===== config.mk =====
export PLATFORM = sky130hd
export DESIGN_NAME = ahb_decoder_mux
export DESIGN_NICKNAME = d
export VERILOG_FILES = /design/src/rtl/ahb_pkg.sv /design/src/rtl/ahb_default_slave.sv /design/src/rtl/ahb_decoder_mux.sv
export SDC_FILE = /design/constraint.sdc
export NUM_CORES = 1
export LEC_CHECK = 0
export ABC_AREA = 1
export BUFFER_PORTS_ARGS = -buffer_cell sky130_fd_sc_hd__clkbuf_2
export CAP_MARGIN = 40
export CELL_PAD_IN_SITES_DETAIL_PLACEMENT = 0
export CELL_PAD_IN_SITES_GLOBAL_PLACEMENT = 1
export CORE_ASPECT_RATIO = 1.75
export CORE_MARGIN = 1.5
export CORE_UTILIZATION = 21
export DETAILED_ROUTE_END_ITERATION = 12
export HOLD_SLACK_MARGIN = 0.03
export PLACE_DENSITY = 0.85
export SLEW_MARGIN = 0
export SYNTH_ARGS = -nofsm -noshare
export SYNTH_HDL_FRONTEND = slang
export SYNTH_SLANG_ARGS = --single-unit

===== constraint.sdc =====
create_clock -name HCLK -period 2.84 [get_ports HCLK]
set_clock_uncertainty 0.2 [all_clocks]
set_input_delay 0.142 -clock HCLK [delete_from_list [all_inputs] [get_ports HCLK]]
set_output_delay 0.142 -clock HCLK [all_outputs]
set_load 0.005 [all_outputs]

===== src/rtl/ahb_pkg.sv =====
// Shared AHB definitions: transfer-type encodings, default-slave FSM states,
// and the default two-region decode map.
package ahb_pkg;

  localparam logic [1:0] HTRANS_IDLE   = 2'b00;
  localparam logic [1:0] HTRANS_BUSY   = 2'b01;
  localparam logic [1:0] HTRANS_NONSEQ = 2'b10;
  localparam logic [1:0] HTRANS_SEQ    = 2'b11;

  typedef logic [1:0] ds_state_t;
  localparam ds_state_t DS_IDLE = 2'd0;
  localparam ds_state_t DS_ERR1 = 2'd1;
  localparam ds_state_t DS_ERR2 = 2'd2;

  localparam int          DEF_NSLV   = 2;
  localparam logic [63:0] DEF_S_BASE = {32'h4000_0000, 32'h2000_0000};
  localparam logic [63:0] DEF_S_MASK = {32'hF000_0000, 32'hFF80_0000};

  // NONSEQ and SEQ carry a real transfer; IDLE and BUSY do not.
  function automatic logic htrans_active(input logic [1:0] t);
    logic act;
    case (t)
      HTRANS_NONSEQ, HTRANS_SEQ: act = 1'b1;
      HTRANS_IDLE, HTRANS_BUSY:  act = 1'b0;
      default:                   act = 1'b0;
    endcase
    return act;
  endfunction

endpackage


===== src/rtl/ahb_default_slave.sv =====
// Default slave: answers unmapped transfers with a two-cycle ERROR response
// and keeps a saturating count of how many ERROR responses it started.
module ahb_default_slave
  import ahb_pkg::*;
#(
  parameter int ERRW = 8
) (
  input  logic            i_clk,
  input  logic            i_rst,
  input  logic            i_hready,
  input  logic            i_req,
  output logic            o_hready,
  output logic            o_hresp,
  output logic [ERRW-1:0] o_err_cnt
);

  ds_state_t       r_state;
  ds_state_t       w_state_nxt;
  logic [ERRW-1:0] r_err_cnt;
  logic            w_err_entry;

  // Next state: new address phases are only taken on HREADY=1 edges
  always_comb begin
    w_state_nxt = r_state;
    case (r_state)
      DS_IDLE: if (i_hready && i_req) w_state_nxt = DS_ERR1;
      DS_ERR1: w_state_nxt = DS_ERR2;
      DS_ERR2: w_state_nxt = (i_hready && i_req) ? DS_ERR1 : DS_IDLE;
      default: w_state_nxt = DS_IDLE;
    endcase
  end

  // ERR1 is never followed by ERR1, so a next state of ERR1 is always an entry
  assign w_err_entry = (w_state_nxt == DS_ERR1);

  // State register and saturating error counter
  always_ff @(posedge i_clk) begin
    if (i_rst) begin
      r_state   <= DS_IDLE;
      r_err_cnt <= '0;
    end else begin
      r_state <= w_state_nxt;
      if (w_err_entry && (r_err_cnt != '1)) begin
        r_err_cnt <= r_err_cnt + ERRW'(1);
      end
    end
  end

  assign o_hready  = (r_state != DS_ERR1);
  assign o_hresp   = (r_state == DS_ERR1) || (r_state == DS_ERR2);
  assign o_err_cnt = r_err_cnt;

endmodule


===== src/rtl/ahb_decoder_mux.sv =====
// AHB address decoder and slave-to-master response multiplexer with an
// internal default slave for unmapped addresses.
module ahb_decoder_mux
  import ahb_pkg::*;
#(
  parameter int                 NSLV   = DEF_NSLV,
  parameter logic [NSLV*32-1:0] S_BASE = DEF_S_BASE,
  parameter logic [NSLV*32-1:0] S_MASK = DEF_S_MASK,
  parameter int                 ERRW   = 8
) (
  input  logic                 HCLK,
  input  logic                 HRESET,
  input  logic                 EN,
  input  logic [31:0]          HADDR,
  input  logic [1:0]           HTRANS,
  output logic [NSLV-1:0]      HSEL,
  input  logic [NSLV*32-1:0]   HRDATA_S,
  input  logic [NSLV-1:0]      HREADYOUT_S,
  input  logic [NSLV-1:0]      HRESP_S,
  output logic [31:0]          HRDATA,
  output logic                 HREADY,
  output logic                 HRESP,
  output logic [ERRW-1:0]      ERR_CNT
);

  localparam int IDXW = (NSLV > 1) ? $clog2(NSLV) : 1;

  logic            w_hit;
  logic [IDXW-1:0] w_idx;
  logic            w_ds_req;
  logic            w_ds_hready;
  logic            w_ds_hresp;
  logic            r_sel_def;
  logic [IDXW-1:0] r_sel_idx;

  // Address decode: scan from the top down so the lowest matching index wins
  always_comb begin
    w_hit = 1'b0;
    w_idx = '0;
    for (int i = NSLV - 1; i >= 0; i--) begin
      if (EN && ((HADDR & S_MASK[32*i +: 32]) == S_BASE[32*i +: 32])) begin
        w_hit = 1'b1;
        w_idx = IDXW'(i);
      end
    end
  end

  // One-hot-or-zero slave select, purely from the address phase
  always_comb begin
    HSEL = '0;
    for (int i = 0; i < NSLV; i++) begin
      HSEL[i] = w_hit && (w_idx == IDXW'(i));
    end
  end

  assign w_ds_req = ~w_hit & htrans_active(HTRANS);

  // Data-phase selector: advances on HREADY=1, holds through wait states
  always_ff @(posedge HCLK) begin
    if (HRESET) begin
      r_sel_def <= 1'b1;
      r_sel_idx <= '0;
    end else if (HREADY) begin
      r_sel_def <= ~w_hit;
      r_sel_idx <= w_idx;
    end
  end

  // Response mux: selected slave, or the default slave when nothing matched
  always_comb begin
    HRDATA = '0;
    HREADY = w_ds_hready;
    HRESP  = w_ds_hresp;
    if (!r_sel_def) begin
      for (int i = 0; i < NSLV; i++) begin
        if (r_sel_idx == IDXW'(i)) begin
          HRDATA = HRDATA_S[32*i +: 32];
          HREADY = HREADYOUT_S[i];
          HRESP  = HRESP_S[i];
        end
      end
    end
  end

  ahb_default_slave #(
    .ERRW(ERRW)
  ) u_default_slave (
    .i_clk     (HCLK),
    .i_rst     (HRESET),
    .i_hready  (HREADY),
    .i_req     (w_ds_req),
    .o_hready  (w_ds_hready),
    .o_hresp   (w_ds_hresp),
    .o_err_cnt (ERR_CNT)
  );

endmodule


==> summary.md <==
| Metric | Value |
|---|---|
| Outcome | `finished clean` |
| PwrDens | `372 nW/µm²` |
| Fmax | `544 MHz` |
| Mapped Cells | `214` |
| Final setup margin | `1.00 ns` |
| Critical path, cell by cell | `inv_6, nand2_2, nand3_2, nand2_2, nor2_4, nand3_2, nand2_1, nand4_4, nand2_1, a21oi_1` |
| CP Capture Type | `flop` |
| Rows | `37` |
| Comb power frac | `47.0%` |
| Synth Register Bits | `12` |
| Critical path class | `reg -> reg` |
| Slowest stage delay, CP | `0.38 ns` |
| Cts bufs inserted | `3` |
| Antenna cell count | `0` |
| Max-Cap Viols | `0` |
| # resized after CTS | `0` |
| Total negative slack | `0 ns` |
| Yosys cell types | `24` |
| Register area share after synthesis | `19.2%` |
| Die X | `61.3 µm` |
| Hold Fails Final Rpt | `0` |
| Initial Util | `21.6%` |
| DRT Wirelength | `4.08 mm` |
| Slew Limit Fails | `0` |
| Worst path slowest cell | `dfxtp_1` |
| I/O Pins | `149` |
| Netlist Area Pre-Place | `1250 µm²` |
| Crit-path leading delay family | `simple AND/OR/NAND/NOR gates` |
| Fin util | `34.2%` |
| Via count | `1,759` |
| Leak | `1.15 nW` |
| Total congestion overflow | `0` |
| Area delta synth->final | `58.6%` |
| TritonCTS clock tree | `done` |
| WL per Instance | `9.96 µm` |
| Pre-CTS WS | `0.989 ns` |
| Worst Tran Pin Value | `0.310 ns` |
| Final worst path period need | `1.84 ns` |
| CP Data Required Time | `2.77 ns` |
| H-tree levels | `1` |
| Drt initial violations | `36` |
| Critical path buffers and inverters | `1` |
| Final Setup Violations | `0` |
| Crit path DAT | `1.76 ns` |
| Vias per cell | `4.29` |
| Hold WS | `0.0403 ns` |
| Core Footprint | `5790 µm²` |
| Final #Nets | `444` |
| CTS root buf | `clkbuf_8` |
| Clk slew on worst S/H paths | `0.05 ns` |
| Die Height | `105 µm` |
| Crit share post-route | `64.8%` |
| GRT Total Usage | `11.0%` |
| Syn Nets | `325` |
| Total power | `738 µW` |
| Final Wtd Congestion | `0.691` |
| # Post-CTS Setup Buffers | `0` |
| Max Buffers Root-to-Sink | `2` |
| Vias in the first global route | `1,400` |
| Worst hold path depth | `2` |
| Drt first pass iters | `4` |
| Inst Count DP | `406` |
| Synth top area share | `22.8%` |
| Switching Share | `39.1%` |
| Cts hold-fix bufs | `0` |
| Post-route insts no fill | `410` |
| Hold Path Origin | `HRESET` |
| Slew headroom | `79.2%` |
| Antenna-violating nets left | `0` |
| Critical path launch point type | `flop` |
| Worst Hold Class | `in -> reg` |
| Post-route cell area | `1980 µm²` |
| IO buf count | `124` |
| Internal power | `449 µW` |
| Layout cell share with drive strength beyond 1 | `42.5%` |
| Largest net degree at the start of global routing | `36` |
| Area after DPL | `1930 µm²` |
| Crit path depth | `10` |
| Die area | `6440 µm²` |
| DP Wirelength | `3.34 mm` |
| CP max FO | `35` |
| Worst r2r src | `r_sel_idx$_SDFFE_PP0P_` |
| R2r worst-path depth | `10` |
| WHS Endpoint | `u_default_slave.o_err_cnt[7]$_SDFFE_PP0P_` |
| CTS Sinks | `12` |
| Global-route wire length before repair | `5.62 mm` |
| Initial antenna violation count | `0` |
| RSZ-0062 raised after global routing | `no` |
| Clk_lat worst skew | `0.24 ns` |
| Syn. warnings | `0` |
| Worst reg2reg setup slack | `1.00 ns` |
| Area leader, netlist | `nor2_1` |
| Net switching power | `289 µW` |
| Worst vdd rail ir drop | `0.000312 V` |
| Worst r2r dst | `u_default_slave.o_err_cnt[2]$_SDFFE_PP0P_` |
| DRC | `0` |
| Flop pwr share | `27.4%` |
| Clk network pwr share | `25.7%` |
| Filler Cell Count | `638` |
| Mean Syn Cell Area | `5.84 µm²` |
| Synth area leaders | `nor2_1 23%, dfxtp_1 19%, o21ai_0 13%, nand2_1 6.3%, ha_1 6.0%` |
-- synth_stat cells (all sizes together) --
library cell   n
ha             6
buf            2
nand4          8
inv           16
nor2          77
nand3b         1
clkinv         1
dfxtp         12
nor3           3
nand2         24
a21oi         10
clkbuf        10
xor2           6
a211oi         1
o21ai         32
nand3          5
-- cell type report --
| cell class | instances | area, µm² | area share [%] |
|---|---|---|---|
| multi-input cells | 173 | 883 | 44.6 |
| repair buffers | 126 | 636 | 32.1 |
| flip-flops and latches | 12 | 240 | 12.1 |
| well taps | 78 | 97.6 | 4.93 |
| inverters | 17 | 68.8 | 3.47 |
| clock buffers | 4 | 55.1 | 2.78 |
-- layout by cell type (no fill, tap or decap) --
cell type | synthesis | layout
nor3_2 | 1 | 1
nand2_1 | 21 | 21
a211oi_1 | 1 | 1
clkbuf_8 | 0 | 4
clkinv_1 | 1 | 1
nand3_1 | 2 | 2
nor2_1 | 76 | 76
a21oi_1 | 9 | 9
nand3b_1 | 1 | 1
a21oi_4 | 1 | 1
nand4_4 | 1 | 1
nor3_1 | 2 | 2
buf_4 | 1 | 2
ha_1 | 6 | 6
xor2_1 | 6 | 6
clkbuf_2 | 0 | 124
dfxtp_1 | 12 | 12
o21ai_0 | 32 | 32
nand3_2 | 3 | 3
inv_1 | 15 | 15
nand4_1 | 7 | 7
nor2_4 | 1 | 1
nand2_2 | 3 | 3
inv_6 | 1 | 1
-- sequential cells by signal (all words and copies together), names as in the netlist --
register and flops:
r_sel_def 1, r_sel_idx 1, u_default_slave.o_err_cnt 8, u_default_slave.r_state 2
-- worst max-delay path by stage --
stage	endpoint	slack, ns	from
floorplan	u_default_slave.o_err_cnt[1]$_SDFFE_PP0P_	1.21	u_default_slave.r_state[1]$_SDFF_PP0_
global placement	u_default_slave.o_err_cnt[0]$_SDFFE_PP0P_	0.99	r_sel_idx$_SDFFE_PP0P_
detailed placement	u_default_slave.o_err_cnt[1]$_SDFFE_PP0P_	0.99	r_sel_idx$_SDFFE_PP0P_
CTS	u_default_slave.o_err_cnt[1]$_SDFFE_PP0P_	0.97	r_sel_idx$_SDFFE_PP0P_
global route	u_default_slave.o_err_cnt[6]$_SDFFE_PP0P_	0.84	r_sel_idx$_SDFFE_PP0P_
finish	u_default_slave.o_err_cnt[2]$_SDFFE_PP0P_	1.00	r_sel_idx$_SDFFE_PP0P_
-- metal layers --
metal	up-vias	part of all wire, %	wire [µm]	track usage [%]
met2	83	52	2130	23.0
li1	923	-	-	-
met5	-	0	0	0
met4	0	0.86	35	3.42
met1	749	37	1510	9.69
met3	4	10	409	1.11
-- kinds of logic after synthesis --
group	count (synthesis)	synth area share, %
flip-flops	12	19.2
adder cells (fa/ha/maj)	6	6.01
AO/OA/AOI/OAI	43	18.3
buffers and inverters	29	10.0
AND/OR/NAND/NOR	118	42.2
XOR/XNOR	6	4.21
-- power groups by stage --
stage	clock [mW]	sequential [mW]	combinational [mW]
floorplan	0	0.199	0.212
global placement	0	0.206	0.350
detailed placement	0	0.206	0.353
CTS	0.194	0.202	0.354
global route	0.201	0.204	0.397
finish	0.189	0.202	0.347
Note: power is estimated with default switching activity, not from simulation.
